`config.mk`:
```
export PLATFORM = sky130hd
export DESIGN_NAME = rvc_fetch_aligner
export DESIGN_NICKNAME = d
export VERILOG_FILES = /design/src/rtl/rvc_fetch_aligner.sv
export SDC_FILE = /design/constraint.sdc
export NUM_CORES = 1
export LEC_CHECK = 0
export CAP_MARGIN = 40
export CELL_PAD_IN_SITES_DETAIL_PLACEMENT = 1
export CELL_PAD_IN_SITES_GLOBAL_PLACEMENT = 1
export CORE_UTILIZATION = 39
export DETAILED_ROUTE_END_ITERATION = 12
export MAX_ROUTING_LAYER = met4
export PLACE_DENSITY_LB_ADDON = 0.1
export SYNTH_ARGS = -nofsm -noshare
export SYNTH_HDL_FRONTEND = slang
export SYNTH_SLANG_ARGS = --single-unit
```
`constraint.sdc`:
```
create_clock -name clk -period 5 [get_ports clk]
set_clock_uncertainty 0.1 [all_clocks]
set_input_delay 1 -clock clk [delete_from_list [all_inputs] [get_ports clk]]
set_output_delay 1 -clock clk [all_outputs]
set_load 0.05 [all_outputs]
```
`src/rtl/rvc_fetch_aligner.sv`:
```
// ============================================================================
// rvc_fetch_aligner / rvc_decoder : halfword-queue fetch aligner with RVC expansion
// Rev 1.0
// ============================================================================
`default_nettype none

module rvc_decoder (
  input  logic [15:0] instr,
  input  logic        is_rv64,
  output logic [31:0] expanded,
  output logic        illegal
);
  logic [15:0] c;
  logic [4:0]  rd, rs2, rdp, rs1p;
  logic [5:0]  shamt;
  logic [20:0] jimm;

  assign c     = instr;
  assign rd    = c[11:7];
  assign rs2   = c[6:2];
  assign rdp   = {2'b01, c[4:2]};
  assign rs1p  = {2'b01, c[9:7]};
  assign shamt = {c[12], c[6:2]};
  assign jimm  = {{10{c[12]}}, c[8], c[10:9], c[6], c[7], c[2], c[11], c[5:3], 1'b0};

  always_comb begin
    expanded = 32'h0000_0000;
    illegal  = 1'b0;
    case ({c[1:0], c[15:13]})
      5'b00_000: begin
        expanded = {2'b00, c[10:7], c[12:11], c[5], c[6], 2'b00, 5'd2, 3'b000, rdp, 7'h13};
        illegal  = (c[12:5] == 8'h00);
      end
      5'b00_010: expanded = {5'b0, c[5], c[12:10], c[6], 2'b00, rs1p, 3'b010, rdp, 7'h03};
      5'b00_011: begin
        expanded = {4'b0, c[6:5], c[12:10], 3'b000, rs1p, 3'b011, rdp, 7'h03};
        illegal  = !is_rv64;
      end
      5'b00_110: expanded = {5'b0, c[5], c[12], rdp, rs1p, 3'b010, c[11:10], c[6], 2'b00, 7'h23};
      5'b00_111: begin
        expanded = {4'b0, c[6:5], c[12], rdp, rs1p, 3'b011, c[11:10], 3'b000, 7'h23};
        illegal  = !is_rv64;
      end
      5'b01_000: expanded = {{7{c[12]}}, c[6:2], rd, 3'b000, rd, 7'h13};
      5'b01_001: begin
        if (is_rv64) begin
          expanded = {{7{c[12]}}, c[6:2], rd, 3'b000, rd, 7'h1B};
          illegal  = (rd == 5'd0);
        end else begin
          expanded = {jimm[20], jimm[10:1], jimm[11], jimm[19:12], 5'd1, 7'h6F};
        end
      end
      5'b01_010: expanded = {{7{c[12]}}, c[6:2], 5'd0, 3'b000, rd, 7'h13};
      5'b01_011: begin
        illegal = (shamt == 6'd0);
        if (rd == 5'd2)
          expanded = {{3{c[12]}}, c[4:3], c[5], c[2], c[6], 4'b0, 5'd2, 3'b000, 5'd2, 7'h13};
        else
          expanded = {{15{c[12]}}, c[6:2], rd, 7'h37};
      end
      5'b01_100: begin
        case (c[11:10])
          2'b00: begin
            expanded = {6'b000000, shamt, rs1p, 3'b101, rs1p, 7'h13};
            illegal  = !is_rv64 && c[12];
          end
          2'b01: begin
            expanded = {6'b010000, shamt, rs1p, 3'b101, rs1p, 7'h13};
            illegal  = !is_rv64 && c[12];
          end
          2'b10: expanded = {{7{c[12]}}, c[6:2], rs1p, 3'b111, rs1p, 7'h13};
          default: begin
            case ({c[12], c[6:5]})
              3'b000: expanded = {7'h20, rdp, rs1p, 3'b000, rs1p, 7'h33};
              3'b001: expanded = {7'h00, rdp, rs1p, 3'b100, rs1p, 7'h33};
              3'b010: expanded = {7'h00, rdp, rs1p, 3'b110, rs1p, 7'h33};
              3'b011: expanded = {7'h00, rdp, rs1p, 3'b111, rs1p, 7'h33};
              3'b100: begin
                expanded = {7'h20, rdp, rs1p, 3'b000, rs1p, 7'h3B};
                illegal  = !is_rv64;
              end
              3'b101: begin
                expanded = {7'h00, rdp, rs1p, 3'b000, rs1p, 7'h3B};
                illegal  = !is_rv64;
              end
              default: illegal = 1'b1;
            endcase
          end
        endcase
      end
      5'b01_101: expanded = {jimm[20], jimm[10:1], jimm[11], jimm[19:12], 5'd0, 7'h6F};
      5'b01_110: expanded = {{4{c[12]}}, c[6:5], c[2], 5'd0, rs1p, 3'b000, c[11:10], c[4:3], c[12], 7'h63};
      5'b01_111: expanded = {{4{c[12]}}, c[6:5], c[2], 5'd0, rs1p, 3'b001, c[11:10], c[4:3], c[12], 7'h63};
      5'b10_000: begin
        expanded = {6'b000000, shamt, rd, 3'b001, rd, 7'h13};
        illegal  = !is_rv64 && c[12];
      end
      5'b10_010: begin
        expanded = {4'b0, c[3:2], c[12], c[6:4], 2'b00, 5'd2, 3'b010, rd, 7'h03};
        illegal  = (rd == 5'd0);
      end
      5'b10_011: begin
        expanded = {3'b0, c[4:2], c[12], c[6:5], 3'b000, 5'd2, 3'b011, rd, 7'h03};
        illegal  = !is_rv64 || (rd == 5'd0);
      end
      5'b10_100: begin
        if (!c[12]) begin
          if (rs2 == 5'd0) begin
            expanded = {12'h000, rd, 3'b000, 5'd0, 7'h67};
            illegal  = (rd == 5'd0);
          end else begin
            expanded = {7'h00, rs2, 5'd0, 3'b000, rd, 7'h33};
          end
        end else if (rs2 == 5'd0) begin
          expanded = (rd == 5'd0) ? 32'h0010_0073 : {12'h000, rd, 3'b000, 5'd1, 7'h67};
        end else begin
          expanded = {7'h00, rs2, rd, 3'b000, rd, 7'h33};
        end
      end
      5'b10_110: expanded = {4'b0, c[8:7], c[12], rs2, 5'd2, 3'b010, c[11:9], 2'b00, 7'h23};
      5'b10_111: begin
        expanded = {3'b0, c[9:7], c[12], rs2, 5'd2, 3'b011, c[11:10], 3'b000, 7'h23};
        illegal  = !is_rv64;
      end
      default: illegal = 1'b1;
    endcase
  end
endmodule

module rvc_fetch_aligner #(
  parameter int             XLEN     = 32,
  parameter logic [XLEN-1:0] RESET_PC = XLEN'(32'h8000_0000)
) (
  input  logic            clk,
  input  logic            reset_n,
  input  logic            is_rv64,
  input  logic            fetch_valid,
  output logic            fetch_ready,
  input  logic [31:0]     fetch_data,
  input  logic            redirect_valid,
  input  logic [XLEN-1:0] redirect_pc,
  output logic            instr_valid,
  input  logic            instr_ready,
  output logic [31:0]     instr_data,
  output logic [XLEN-1:0] instr_pc,
  output logic            instr_is_compressed,
  output logic            instr_illegal
);
  logic [15:0]     hw      [4];
  logic [15:0]     hw_next [4];
  logic [2:0]      count, consumed, appended, kept;
  logic [XLEN-1:0] head_pc;
  logic            drop_low, head_is32, fire;
  logic [31:0]     dec_data;
  logic            dec_illegal;
  logic            unused;

  assign unused    = redirect_pc[0];
  assign head_is32 = (hw[0][1:0] == 2'b11);

  assign instr_valid = head_is32 ? (count >= 3'd2) : (count != 3'd0);
  assign fetch_ready = (count <= 3'd2);
  assign fire        = fetch_valid && fetch_ready;
  assign consumed    = (instr_valid && instr_ready) ? (head_is32 ? 3'd2 : 3'd1) : 3'd0;
  assign appended    = fire ? (drop_low ? 3'd1 : 3'd2) : 3'd0;
  assign kept        = count - consumed;

  rvc_decoder u_dec (
    .instr    (hw[0]),
    .is_rv64  (is_rv64),
    .expanded (dec_data),
    .illegal  (dec_illegal)
  );

  // Shift out consumed entries, then append the new halfwords behind the survivors.
  always_comb begin
    for (int i = 0; i < 4; i++) begin
      hw_next[i] = hw[2'(3'(i) + consumed)];
      if (fire && (3'(i) == kept))
        hw_next[i] = drop_low ? fetch_data[31:16] : fetch_data[15:0];
      if (fire && !drop_low && (3'(i) == kept + 3'd1))
        hw_next[i] = fetch_data[31:16];
    end
  end

  always_ff @(posedge clk or negedge reset_n) begin
    if (!reset_n) begin
      for (int i = 0; i < 4; i++) hw[i] <= 16'h0000;
      count    <= 3'd0;
      head_pc  <= {RESET_PC[XLEN-1:1], 1'b0};
      drop_low <= RESET_PC[1];
    end else if (redirect_valid) begin
      count    <= 3'd0;
      head_pc  <= {redirect_pc[XLEN-1:1], 1'b0};
      drop_low <= redirect_pc[1];
    end else begin
      for (int i = 0; i < 4; i++) hw[i] <= hw_next[i];
      count   <= kept + appended;
      head_pc <= head_pc + XLEN'({consumed, 1'b0});
      if (fire) drop_low <= 1'b0;
    end
  end

  assign instr_pc            = head_pc;
  assign instr_is_compressed = !head_is32;
  assign instr_illegal       = !head_is32 && dec_illegal;
  assign instr_data          = head_is32   ? {hw[1], hw[0]} :
                               dec_illegal ? {16'h0000, hw[0]} : dec_data;
endmodule

`default_nettype wire

```
==> impl_metrics.env <==
export IMPL_viasPerCell=6.07
export IMPL_syn_avg_cell_area_sq_um=6.86
export IMPL_gp_congestion=1.01
export IMPL_final_instance_count_excl_fill=1615
export IMPL_routedWlPerCell_um=21.0
export IMPL_syn_num_nets=1331
export IMPL_synthArstFlopShare_pct=100
export IMPL_die_w_um=151
export IMPL_io_pin_count=138
export IMPL_final_nets=1413
export IMPL_overflow=0
export IMPL_yosys_area_top_type="dfrtp_1"
export IMPL_synth_cells=1253
export IMPL_drtIter0Drc=631
export IMPL_netlist_area_sq_um=8600
export IMPL_synthFlopType="dfrtp_1"
export IMPL_dp_cells=1599
export IMPL_min_period_ns=4.65
export IMPL_hold_path_class="input pin to asynchronous set/reset pin"
export IMPL_drive_gt1_share_pct=8.28
export IMPL_tns_ns=0
export IMPL_p_per_area_nw_per_um2=741
export IMPL_synth_area_top_cells="dfrtp_1, nand2_1, nor2_1"
export IMPL_cts_clk_slew_worst_paths_ns=0.08
export IMPL_rsz0062_at_grt="false"
export IMPL_final_antenna_net_count=0
export IMPL_drc=0
export IMPL_cts_resized_gates=0
export IMPL_synth_simple_area_share_pct=26.7
export IMPL_worst_endpoint_arrival_ns=3.55
export IMPL_cts_root_buf="clkbuf_16"
export IMPL_outcome="completed"
export IMPL_synth_compound_area_share_pct=30.8
export IMPL_slew_viol_final=0
export IMPL_port_buffers=135
export IMPL_grt_max_degree=139
export IMPL_total_leakage_power_nw=4.30
export IMPL_first_global_vias=9800
export IMPL_fillCellCount=2724
export IMPL_area_growth_pct=25.5
export IMPL_synth_edf_count=0
export IMPL_synthMuxAreaShare_pct=2.50
export IMPL_worst_pin_slew_ns=0.836
export IMPL_core_area_sq_um=21400
export IMPL_synth_xor_area_share_pct=3.36
export IMPL_period_share_pct=92.9
export IMPL_slew_headroom_pct=43.8
export IMPL_rows=53
export IMPL_hpwlAfterDp_um=23600
export IMPL_layout_common_cells="nand2_1, nor2_1, o21ai_0"
export IMPL_grt_pass1_wl_um=54500
export IMPL_cp_max_fo=13
export IMPL_synth_top_cell_area_share_pct=28.5
export IMPL_detail_route_first_pass_iterations=5
export IMPL_antenna_cells=0
export IMPL_fmax_mhz=215
export IMPL_routed_wl_um=34000
export IMPL_vias=9807
export IMPL_ys_ff_latch=99
export IMPL_clk_latency_ns=0.36
export IMPL_clockBufferDepth=2
export IMPL_ys_warn_count=0
export IMPL_dieArea_sq_um=22700
export IMPL_start_kind="input pin"
export IMPL_synth_top_family_by_area="compound AO/OA/AOI/OAI gates"
export IMPL_ir_worst_vdd_v=0.000266
export IMPL_postCtsHoldBufs=0
export IMPL_setup_viol=0
export IMPL_hold_viol=0
export IMPL_die_h_um=151
export IMPL_grt_use_total_pct=32.0
export IMPL_numCtsBuffers=9
export IMPL_yosys_area_share_adder_pct=1.43
export IMPL_path_class="input pin to output port"
export IMPL_timing_max_cap_violations=0
export IMPL_grt_antenna_before_repair=0
export IMPL_cts_tree="built"
export IMPL_layout_commonest_cell="nand2_1"
export IMPL_cp_required_ns=3.90
export IMPL_yosysSeqAreaShare_pct=28.8
export IMPL_htreeDepth=3
export IMPL_initial_core_util_pct=40.3
export IMPL_yosysUniqueCellTypes=74
export IMPL_cts_setup_buffers=0
export IMPL_cts_sinks=99
export IMPL_cp_end_kind="output port"
export IMPL_p_total_mw=8.00
synthesized netlist by cell type, types with 7 or more instances:
cell,instances
mux2i_1,17
a31oi_1,64
xnor2_1,17
inv_1,15
a21oi_1,90
nor3_1,15
and2_1,9
o31ai_1,69
nor2_1,168
o21ai_0,121
nand3_1,29
a211oi_1,9
nand2_1,251
xor2_1,16
nand2b_1,7
buf_2,27
and3_1,9
o21ai_1,9
clkbuf_1,74
dfrtp_1,98
nor2b_1,16
layout make-up:
| cell class | count | area (sq um) | share of cell area [%] |
|---|---|---|---|
| clock buffer | 13 | 260 | 2.41 |
| tap | 275 | 344 | 3.19 |
| sequential | 99 | 2480 | 23.0 |
| timing repair buffer | 183 | 2040 | 18.9 |
| inverter | 18 | 67.6 | 0.626 |
| multi-input combinational | 1024 | 5580 | 51.7 |
| clock inverter | 3 | 28.8 | 0.267 |
per-stage QoR:
step / area (sq um) / setup WS, ns / hold slack, ns / util [%]
2_1_floorplan: 8600 / 0.615 / 0.393 / -
3_5_place_dp: 10500 / 0.301 / 0.425 / 49.2
3_3_place_gp: 10500 / 0.385 / 0.420 / 49.0
5_1_grt: 10800 / 0.137 / 0.424 / 50.6
4_1_cts: 10800 / 0.360 / 0.423 / 50.6
6_report: 10800 / 0.353 / 0.414 / 50.6
flip-flops by register name (all words and copies together), names as in the netlist:
name	flops
drop_low	1
hw	64
count	3
instr_pc	31
report_power, final:
part | total [mW] | switching [mW] | internal [mW]
combinational | 5.71 | 3.52 | 2.18
clock | 0.716 | 0.343 | 0.373
sequential | 1.57 | 0.483 | 1.09
critical path, stage by stage:
cell and delay, ns:
clkdlybuf4s50_1 0.43, nand2b_1 0.22, a221oi_1 0.36, a211o_1 0.19, a211o_1 0.49, buf_4 0.29, mux2_1 0.36, buf_4 0.20
path summary, 6_finish.rpt:
path / start / to / slack (ns) / cells after the start
worst max-delay path: is_rv64 / instr_data[3] / 0.35 / 8
worst min-delay path: reset_n / instr_pc[21] / 0.41 / 1
worst max register to register: hw[49] / hw[10] / 0.71 / 15
worst min register to register: hw[22] / hw[22] / 0.44 / 2
max in group asynchronous: reset_n / hw[4] / 3.41 / 2
min in group clk: hw[22] / hw[22] / 0.44 / 2
kinds of logic (layout without fill, tap and decap cells):
family	after synthesis	in the layout
simple gates	535	535
compound gates	426	426
buf+inv	130	217
flops	99	99
xor+xnor	33	33
mux	21	21
fa+ha+maj	8	8
other cells	1	1
per-layer routing:
layer  wire length [um]  vias up  GRT usage [%]
li1                   -     4602              -
met1              15500     4822           43.0
met2              15800      309           49.4
met3               1670       74           3.30
met4               1080        0           12.0
met5                  0        -              -
Power figures use the tool's default switching activity.
